### src/rtl/mean_frame_ctrl.sv
`default_nettype none
// ============================================================================
// Module      : mean_frame_ctrl
// Description : Frame sequencer for the per-channel mean accumulator. Clears
//               the accumulator, streams 3*2^SIZE planar R/G/B pixels into it
//               tagged with their colour, waits for its finish flag, then
//               offers the captured means downstream over valid/ready.
//               Optional WAIT_FIN watchdog: define MEAN_CTRL_WDOG_EN.
// Revision    : 1.0 - initial release
// ============================================================================
module mean_frame_ctrl #(
  parameter int SIZE = 10
) (
  input  logic       clk,
  input  logic       rst,
  input  logic       start_i,
  input  logic       pix_valid_i,
  input  logic [7:0] pix_data_i,
  output logic       pix_ready_o,
  output logic       mean_rst_n_o,
  output logic       mean_valid_o,
  output logic [1:0] mean_color_o,
  output logic [7:0] mean_value_o,
  output logic       mean_last_o,
  output logic [4:0] mean_size_o,
  input  logic       mean_finish_i,
  input  logic [7:0] r_mean_i,
  input  logic [7:0] g_mean_i,
  input  logic [7:0] b_mean_i,
  output logic       res_valid_o,
  input  logic       res_ready_i,
  output logic [7:0] r_mean_o,
  output logic [7:0] g_mean_o,
  output logic [7:0] b_mean_o,
  output logic       busy_o,
  output logic       err_o
);

  localparam logic [SIZE-1:0] c_last_pix = '1;
  localparam logic [SIZE-1:0] c_one      = SIZE'(1);
  localparam logic [4:0]      c_size     = 5'(SIZE);

  typedef enum logic [2:0] {
    S_IDLE     = 3'd0,
    S_CLEAR    = 3'd1,
    S_STREAM   = 3'd2,
    S_WAIT_FIN = 3'd3,
    S_DONE     = 3'd4
  } state_t;

  state_t          r_state;
  state_t          w_state_nxt;
  logic [1:0]      r_plane;
  logic [SIZE-1:0] r_pix_cnt;
  logic            r_clr;
  logic            r_mean_valid;
  logic [1:0]      r_mean_color;
  logic [7:0]      r_mean_value;
  logic            r_mean_last;
  logic [7:0]      r_r_mean;
  logic [7:0]      r_g_mean;
  logic [7:0]      r_b_mean;
  logic            w_accept;
  logic            w_pix_last;
  logic            w_timeout;

  assign w_accept   = pix_valid_i && (r_state == S_STREAM);
  assign w_pix_last = (r_pix_cnt == c_last_pix);

`ifdef MEAN_CTRL_WDOG_EN
  logic [5:0] r_wdog_cnt;
  logic       r_err;

  // Watchdog: count cycles spent in WAIT_FIN; flag sticks until the next CLEAR
  always_ff @(posedge clk or posedge rst) begin
    if (rst) begin
      r_wdog_cnt <= 6'd0;
      r_err      <= 1'b0;
    end else begin
      if (r_state == S_WAIT_FIN) r_wdog_cnt <= r_wdog_cnt + 6'd1;
      else                       r_wdog_cnt <= 6'd0;
      if (r_state == S_CLEAR)    r_err <= 1'b0;
      else if (w_timeout)        r_err <= 1'b1;
    end
  end

  // 32nd WAIT_FIN cycle without finish forces the frame to DONE
  assign w_timeout = (r_state == S_WAIT_FIN) && !mean_finish_i && (r_wdog_cnt == 6'd31);
  assign err_o     = r_err;
`else
  assign w_timeout = 1'b0;
  assign err_o     = 1'b0;
`endif

  // State register
  always_ff @(posedge clk or posedge rst) begin
    if (rst) r_state <= S_IDLE;
    else     r_state <= w_state_nxt;
  end

  // Next-state decode; start_i is only looked at in IDLE
  always_comb begin
    w_state_nxt = r_state;
    case (r_state)
      S_IDLE:     if (start_i) w_state_nxt = S_CLEAR;
      S_CLEAR:    w_state_nxt = S_STREAM;
      S_STREAM:   if (w_accept && w_pix_last && (r_plane == 2'd2)) w_state_nxt = S_WAIT_FIN;
      S_WAIT_FIN: if (mean_finish_i || w_timeout) w_state_nxt = S_DONE;
      S_DONE:     if (res_ready_i) w_state_nxt = S_IDLE;
      default:    w_state_nxt = S_IDLE;
    endcase
  end

  // Pixel counters, registered accumulator drive and result capture
  always_ff @(posedge clk or posedge rst) begin
    if (rst) begin
      r_plane      <= 2'd0;
      r_pix_cnt    <= '0;
      r_clr        <= 1'b0;
      r_mean_valid <= 1'b0;
      r_mean_color <= 2'd0;
      r_mean_value <= 8'd0;
      r_mean_last  <= 1'b0;
      r_r_mean     <= 8'd0;
      r_g_mean     <= 8'd0;
      r_b_mean     <= 8'd0;
    end else begin
      r_clr        <= (w_state_nxt == S_CLEAR);
      r_mean_valid <= w_accept;
      r_mean_last  <= w_accept && w_pix_last;
      if (w_accept) begin
        r_mean_value <= pix_data_i;
        r_mean_color <= r_plane;
      end
      if (r_state == S_CLEAR) begin
        r_plane   <= 2'd0;
        r_pix_cnt <= '0;
      end else if (w_accept) begin
        r_pix_cnt <= r_pix_cnt + c_one;
        // plane 2 is the final one; wrap to 0 so the counter never reaches 3
        if (w_pix_last) r_plane <= (r_plane == 2'd2) ? 2'd0 : r_plane + 2'd1;
      end
      if (r_state == S_WAIT_FIN) begin
        if (mean_finish_i) begin
          r_r_mean <= r_mean_i;
          r_g_mean <= g_mean_i;
          r_b_mean <= b_mean_i;
        end else if (w_timeout) begin
          r_r_mean <= 8'd0;
          r_g_mean <= 8'd0;
          r_b_mean <= 8'd0;
        end
      end
    end
  end

  assign pix_ready_o  = (r_state == S_STREAM);
  assign mean_rst_n_o = ~rst & ~r_clr;
  assign mean_valid_o = r_mean_valid;
  assign mean_color_o = r_mean_color;
  assign mean_value_o = r_mean_value;
  assign mean_last_o  = r_mean_last;
  assign mean_size_o  = c_size;
  assign res_valid_o  = (r_state == S_DONE);
  assign r_mean_o     = r_r_mean;
  assign g_mean_o     = r_g_mean;
  assign b_mean_o     = r_b_mean;
  assign busy_o       = (r_state != S_IDLE);

endmodule
`default_nettype wire
### config.mk
export PLATFORM = sky130hd
export DESIGN_NAME = mean_frame_ctrl
export DESIGN_NICKNAME = d
export VERILOG_FILES = /design/src/rtl/mean_frame_ctrl.sv
export SDC_FILE = /design/constraint.sdc
export NUM_CORES = 1
export LEC_CHECK = 0
export CORE_UTILIZATION = 30
export CTS_CLUSTER_DIAMETER = 80
export DETAILED_ROUTE_END_ITERATION = 8
export PLACE_DENSITY = 0.65
export REMOVE_ABC_BUFFERS = 1
export SKIP_LAST_GASP = 1
export SYNTH_ARGS = -nofsm -noshare
export SYNTH_HDL_FRONTEND = slang
export SYNTH_SLANG_ARGS = --single-unit
### constraint.sdc
create_clock -name clk -period 1.9 [get_ports clk]
set_input_delay 0.38 -clock clk [delete_from_list [all_inputs] [get_ports clk]]
set_output_delay 0.38 -clock clk [all_outputs]
set_load 0.05 [all_outputs]
==> flow_summary.json, run 1 <==
{
  "status": "completed",
  "synth_top_area_share_pct": 58.5,
  "multi_input_area_um2": 817,
  "max_freq_mhz": 539,
  "grt_pass1_wl_mm": 7.02,
  "path_clk_slew_ns": 0.10,
  "cts_tree": "done",
  "htreeDepth": 2,
  "ios": 84,
  "seqPwrFrac_pct": 29.4,
  "firstDrtPassIters": 4,
  "path_buf_inv": 1,
  "slew_viol_final": 0,
  "synth_cells": 168,
  "dp_hpwl_mm": 3.11,
  "synth_common_cells": "dfrtp_1 (52), mux2_2 (34), nor2_1 (14)",
  "async_flop_share_pct": 100,
  "finalHoldViolations": 0,
  "nets": 289,
  "setup_tns_ns": 0,
  "switching_share_pct": 43.3,
  "required_ns": 1.52,
  "grt_overflow_total": 0,
  "crit_chain": "clkdlybuf4s50_1",
  "critical_path_arrival_ns": 1.48,
  "yosys.cell_types.count": 34,
  "p_per_area_nw_per_um2": 1920,
  "pwr-share-clk_pct": 16.1,
  "crit_path_end_kind": "primary output",
  "internal_power_mw": 3.61,
  "die_area_um2": 7770,
  "route.detailed.drc": 0,
  "num_rows": 31,
  "vias": 1506,
  "max_cap_violations": 0,
  "cts_setup_buffers": 0,
  "cts_buffer_depth": 2,
  "diodes": 0,
  "setup_viol": 0,
  "seq_area_um2": 1300,
  "grt_pass1_vias": 1454,
  "reg2reg_from": "r_state[0]",
  "yosysTopAreaCell": "dfrtp_1",
  "cp_top_family": "buffers and inverters",
  "final_layout_size_suffix_gt1_share_pct": 27.1,
  "cp-start-kind": "flip-flop",
  "globalplace.congestion": 0.725,
  "port_buffers": 77,
  "power.leakage_nw": 1.57,
  "drt_iter0_markers": 40,
  "synth_area_um2": 2230,
  "vias_per_cell": 4.30,
  "worstRegToRegCells": 4,
  "cts.sinks": 52,
  "clkLatencyLatePin_ns": 0.30,
  "finalCriticalPeriod_ns": 1.86,
  "initial_core_util_pct": 30.9,
  "path_class": "reg2out",
  "synthTopCellsByArea": "dfrtp_1 (58%), mux2_2 (17%), buf_4 (3.0%)",
  "synth_edf_count": 0,
  "antenna_left": 0,
  "dieWidth_um": 88.1,
  "synth.avg_cell_area_um2": 13.2,
  "min_path_type": "in2async",
  "cts_made_buffers": 5,
  "rsz0062_at_grt": "false",
  "min_period_over_period_pct": 97.7,
  "synth_flop_cell": "dfrtp_1",
  "wirelength_mm": 4.40,
  "setup.worst_path.start": "mean_value_o[5]",
  "synth_warnings": 0,
  "switchingPower_mw": 2.76,
  "combPwrFrac_pct": 54.5,
  "root_buffer": "clkbuf_8",
  "synth_most_common_cell": "dfrtp_1",
  "n_fill_cell": 687,
  "syn_to_final_growth_pct": 49.1,
  "grt_max_degree": 53,
  "cp_slowest_cell": "clkdlybuf4s50_1",
  "die_h_um": 88.1,
  "slowest_delay_ns": 0.81,
  "skew_ns": 0.00767,
  "cts_hold_buf": 0,
  "peakVddDrop_v": 0.000986,
  "max-slew-margin-rel_pct": 65.0,
  "totalPowerFinal_mw": 6.37,
  "synth-seq-cells": 52,
  "worst_pin_slew_ns": 0.525,
  "track_usage_pct": 11.8,
  "seq_area_frac_synth_pct": 58.5,
  "antenna_found_initial": 0,
  "routedWlPerCell_um": 12.6,
  "crit_cells": 1,
  "coreArea_um2": 7210,
  "path_max_fanout": 2
}
-- layout make-up --
class / instances / share of cell area, %
tap: 99 / 3.73
clock buffer: 5 / 2.07
inverter: 5 / 0.565
sequential: 52 / 39.2
multi-input combinational: 101 / 24.6
timing repair buffer: 85 / 27.1
clock inverter: 3 / 2.71
-- stage by stage --
stage	area [um2]	utilization (%)	std cells	hold slack, ns	setup slack, ns
after detailed placement	3140	43.5	342	0.492	0.118
after CTS	3300	45.7	350	0.487	0.0231
final	3320	46.0	350	0.468	0.0432
after global routing	3320	46.0	350	0.512	0.00121
after floorplan	2140	-	158	0.474	0.206
after global placement	3140	43.5	342	0.487	0.148
-- cells by family after synthesis --
| family | Yosys count | synth area share, % |
|---|---|---|
| compound gates | 3 | 0.730 |
| xor+xnor | 8 | 3.15 |
| fa+ha+maj | 1 | 0.562 |
| buf+inv | 19 | 5.51 |
| flops | 52 | 58.5 |
| mux | 38 | 19.0 |
| other cells | 2 | 0.337 |
| simple gates | 45 | 12.3 |
-- power by group through the flow --
| stage | clock network [mW] | logic [mW] | registers, mW |
|---|---|---|---|
| after floorplan | 0 | 0.947 | 3.20 |
| after global placement | 0 | 3.47 | 1.89 |
| after detailed placement | 0 | 3.50 | 1.90 |
| after CTS | 1.06 | 3.51 | 1.88 |
| after global routing | 1.10 | 3.64 | 1.94 |
| final | 1.02 | 3.47 | 1.87 |
-- state kept, by name, indices dropped and copies added, names as in the netlist --
name,count
g_mean_o,8
r_pix_cnt,10
mean_value_o,8
r_mean_o,8
mean_valid_o,1
r_plane,2
mean_color_o,2
r_state,3
r_clr,1
b_mean_o,8
mean_last_o,1
-- what timing repair did --
item / 4_1_cts / 5_1_grt
endpoints found under the setup margin: 1 / 9
gates resized for setup: 1 / 9
pin swaps: 0 / 0
-- cells in the final DEF, fill, tap and decap left out, types with 2 or more instances in the layout --
| master | count |
|---|---|
| clkdlybuf4s50_1 | 63 |
| dfrtp_1 | 51 |
| mux2_2 | 34 |
| nor2_1 | 14 |
| buf_4 | 9 |
| dlymetal6s2s_1 | 8 |
| nand2_1 | 7 |
| conb_1 | 6 |
| xor2_1 | 5 |
| clkbuf_8 | 5 |
| buf_12 | 5 |
| nand4_1 | 4 |
| mux2i_1 | 4 |
| nand3_1 | 4 |
| xnor2_1 | 3 |
| inv_1 | 3 |
| bufinv_16 | 3 |
| inv_2 | 2 |
| nor3_1 | 2 |
-- worst paths after layout --
| path | end | slack, ns |
|---|---|---|
| setup reg to reg | mean_value_o[3] | 0.37 |
| min in group clk | g_mean_o[3] | 0.51 |
| hold reg to reg | g_mean_o[3] | 0.51 |
| max in group asynchronous | r_state[0] | 1.18 |
| hold / removal | r_clr | 0.47 |
| setup / recovery | mean_value_o[5] | 0.04 |
-- layer usage --
metal	wire length, um	GRT usage (%)
met3	272	3.49
met4	34	4.40
met2	2170	19.5
met5	0	0
met1	1920	14.6
No activity file was read; power rests on OpenSTA's default activity.
==> run 2, diff against run 1 <==
GPL_TIMING_DRIVEN = 0   (was not set)
==> run 2 against run 1 <==
The run now ends with negative setup slack left. Hold slack got worse by 0.085 ns. Critical path depth is 2 higher. Sequential power barely moved. Power is 1.8% lower. Die area stayed put. Critical path type unchanged. Largest cell class unchanged. Highest routed layer unchanged.
==> flow_summary.json, run 2 (same netlist as run 1, synthesis figures left out) <==
{
  "wl_met1_mm": 2.04,
  "reg2reg_from": "r_state[2]",
  "cp-start-kind": "flip-flop",
  "p_per_area_nw_per_um2": 1920,
  "power.leakage_nw": 1.56,
  "dp_hpwl_mm": 3.07,
  "grt_pass1_vias": 1457,
  "path_max_fanout": 9,
  "drt_iter0_markers": 74,
  "max_freq_mhz": 504,
  "root_buffer": "clkbuf_8",
  "status": "finished with violations",
  "setup_viol": 25,
  "vias": 1514,
  "met3_wirelength_um": 259,
  "nets": 285,
  "skew_ns": 0.00658,
  "initial_core_util_pct": 30.9,
  "min_path_type": "in2async",
  "htreeDepth": 2,
  "dr_wl_met2_mm": 2.11,
  "diodes": 0,
  "antenna_left": 0,
  "firstDrtPassIters": 6,
  "die_h_um": 88.1,
  "slew_viol_final": 0,
  "place_ws_ns": -0.462,
  "num_rows": 31,
  "port_buffers": 77,
  "cts_made_buffers": 5,
  "peakVddDrop_v": 0.00107,
  "routedWlPerCell_um": 12.8,
  "rrSetupSlack_ns": -0.01,
  "routed.top_layer": "met4",
  "grt_overflow_total": 0,
  "final_layout_size_suffix_gt1_share_pct": 25.1,
  "grt_max_degree": 39,
  "cts_tree": "done",
  "route.detailed.drc": 0,
  "ios": 84,
  "mostFrequentLayoutCells": "clkdlybuf4s50_1 (63), dfrtp_1 (50), mux2_2 (34), nor2_1 (14), dlymetal6s2s_1 (10)",
  "regMostFlops": "r_pix_cnt",
  "crit_path_end_kind": "primary output",
  "syn_to_final_growth_pct": 46.2,
  "path_clk_slew_ns": 0.10,
  "clkLatencyLatePin_ns": 0.30,
  "wirelength_mm": 4.43,
  "max_cap_violations": 0,
  "cts_buffer_depth": 2,
  "cp_slowest_cell": "dfrtp_1",
  "max-slew-margin-rel_pct": 42.8,
  "min_period_over_period_pct": 104,
  "worst_pin_slew_ns": 0.855,
  "die_area_um2": 7770,
  "vias_per_cell": 4.38,
  "antenna_found_initial": 0,
  "violations": "negative setup slack",
  "finalHoldViolations": 0,
  "cts.sinks": 52,
  "track_usage_pct": 11.8,
  "worstRegToRegCells": 2,
  "crit_chain": "or3b_4, inv_1, clkbuf_4",
  "totalPowerFinal_mw": 6.25,
  "coreArea_um2": 7210,
  "layout_commonest_cell": "clkdlybuf4s50_1",
  "required_ns": 1.52,
  "path_class": "reg2out",
  "grt_pass1_wl_mm": 6.96,
  "r2r_end": "r_mean_o[6]",
  "finalCriticalPeriod_ns": 1.98,
  "rsz0062_at_grt": "true",
  "path_buf_inv": 2,
  "critical_path_arrival_ns": 1.60,
  "slowest_delay_ns": 0.48,
  "largest_reg_flops": 10,
  "setup_slack_ns": -0.0829,
  "dieWidth_um": 88.1,
  "globalplace.congestion": 0.726,
  "cp_top_family": "flip-flops"
}
## run 2: worst max-delay path by stage
stage	start	endpoint	slack (ns)	cells after the start
floorplan	r_state[2]	r_pix_cnt[2]	0.21	5
global placement	rst	r_mean_o[4]	-0.87	2
detailed placement	mean_finish_i	r_mean_o[6]	-0.46	3
CTS	r_state[2]	pix_ready_o	-0.14	3
global route	mean_finish_i	g_mean_o[0]	-0.17	3
finish	r_state[0]	pix_ready_o	-0.08	3
## run 2: per-layer routing
layer	vias to the layer above	GRT usage [%]
li1	717	-
met1	751	15.6
met2	44	18.0
met3	2	3.96
met4	0	3.96
met5	-	0
## run 2: final cells by class
type / instances / area (um2)
Clock buffer: 5 / 68.8
Clock inverter: 3 / 90.1
Fill cell: 669 / 3960
Inverter: 5 / 18.8
Multi-Input combinational cell: 101 / 822
Sequential cell: 52 / 1300
Tap cell: 99 / 124
Timing Repair Buffer: 81 / 827
## run 2: what timing repair did
action,in CTS,in global routing
gates resized for setup,20,11
hold endpoints to repair,0,0
buffers inserted,0,3
hold buffers,0,0
endpoints found under the setup margin,38,36
## run 2: where the power goes
part / switching, mW / total [mW] / internal, mW / leakage, nW
Clock: 0.372 / 1.03 / 0.658 / 0.0784
Combinational: 2.08 / 3.34 / 1.26 / 0.832
Sequential: 0.293 / 1.88 / 1.59 / 0.648
Total: 2.74 / 6.25 / 3.51 / 1.56
## run 2: metrics by stage
stage / cell area (um2) / hold slack [ns] / instances / setup TNS [ns] / utilization (%)
6_report: 3250 / 0.383 / 346 / -1.42 / 45.1
5_1_grt: 3250 / 0.406 / 346 / -4.05 / 45.1
4_1_cts: 3200 / 0.389 / 343 / -2.90 / 44.4
3_5_place_dp: 3050 / 0.492 / 335 / -13.63 / 42.3
3_3_place_gp: 3030 / 0.487 / 334 / -57.08 / 42.0
2_1_floorplan: 2140 / 0.474 / 158 / 0 / -
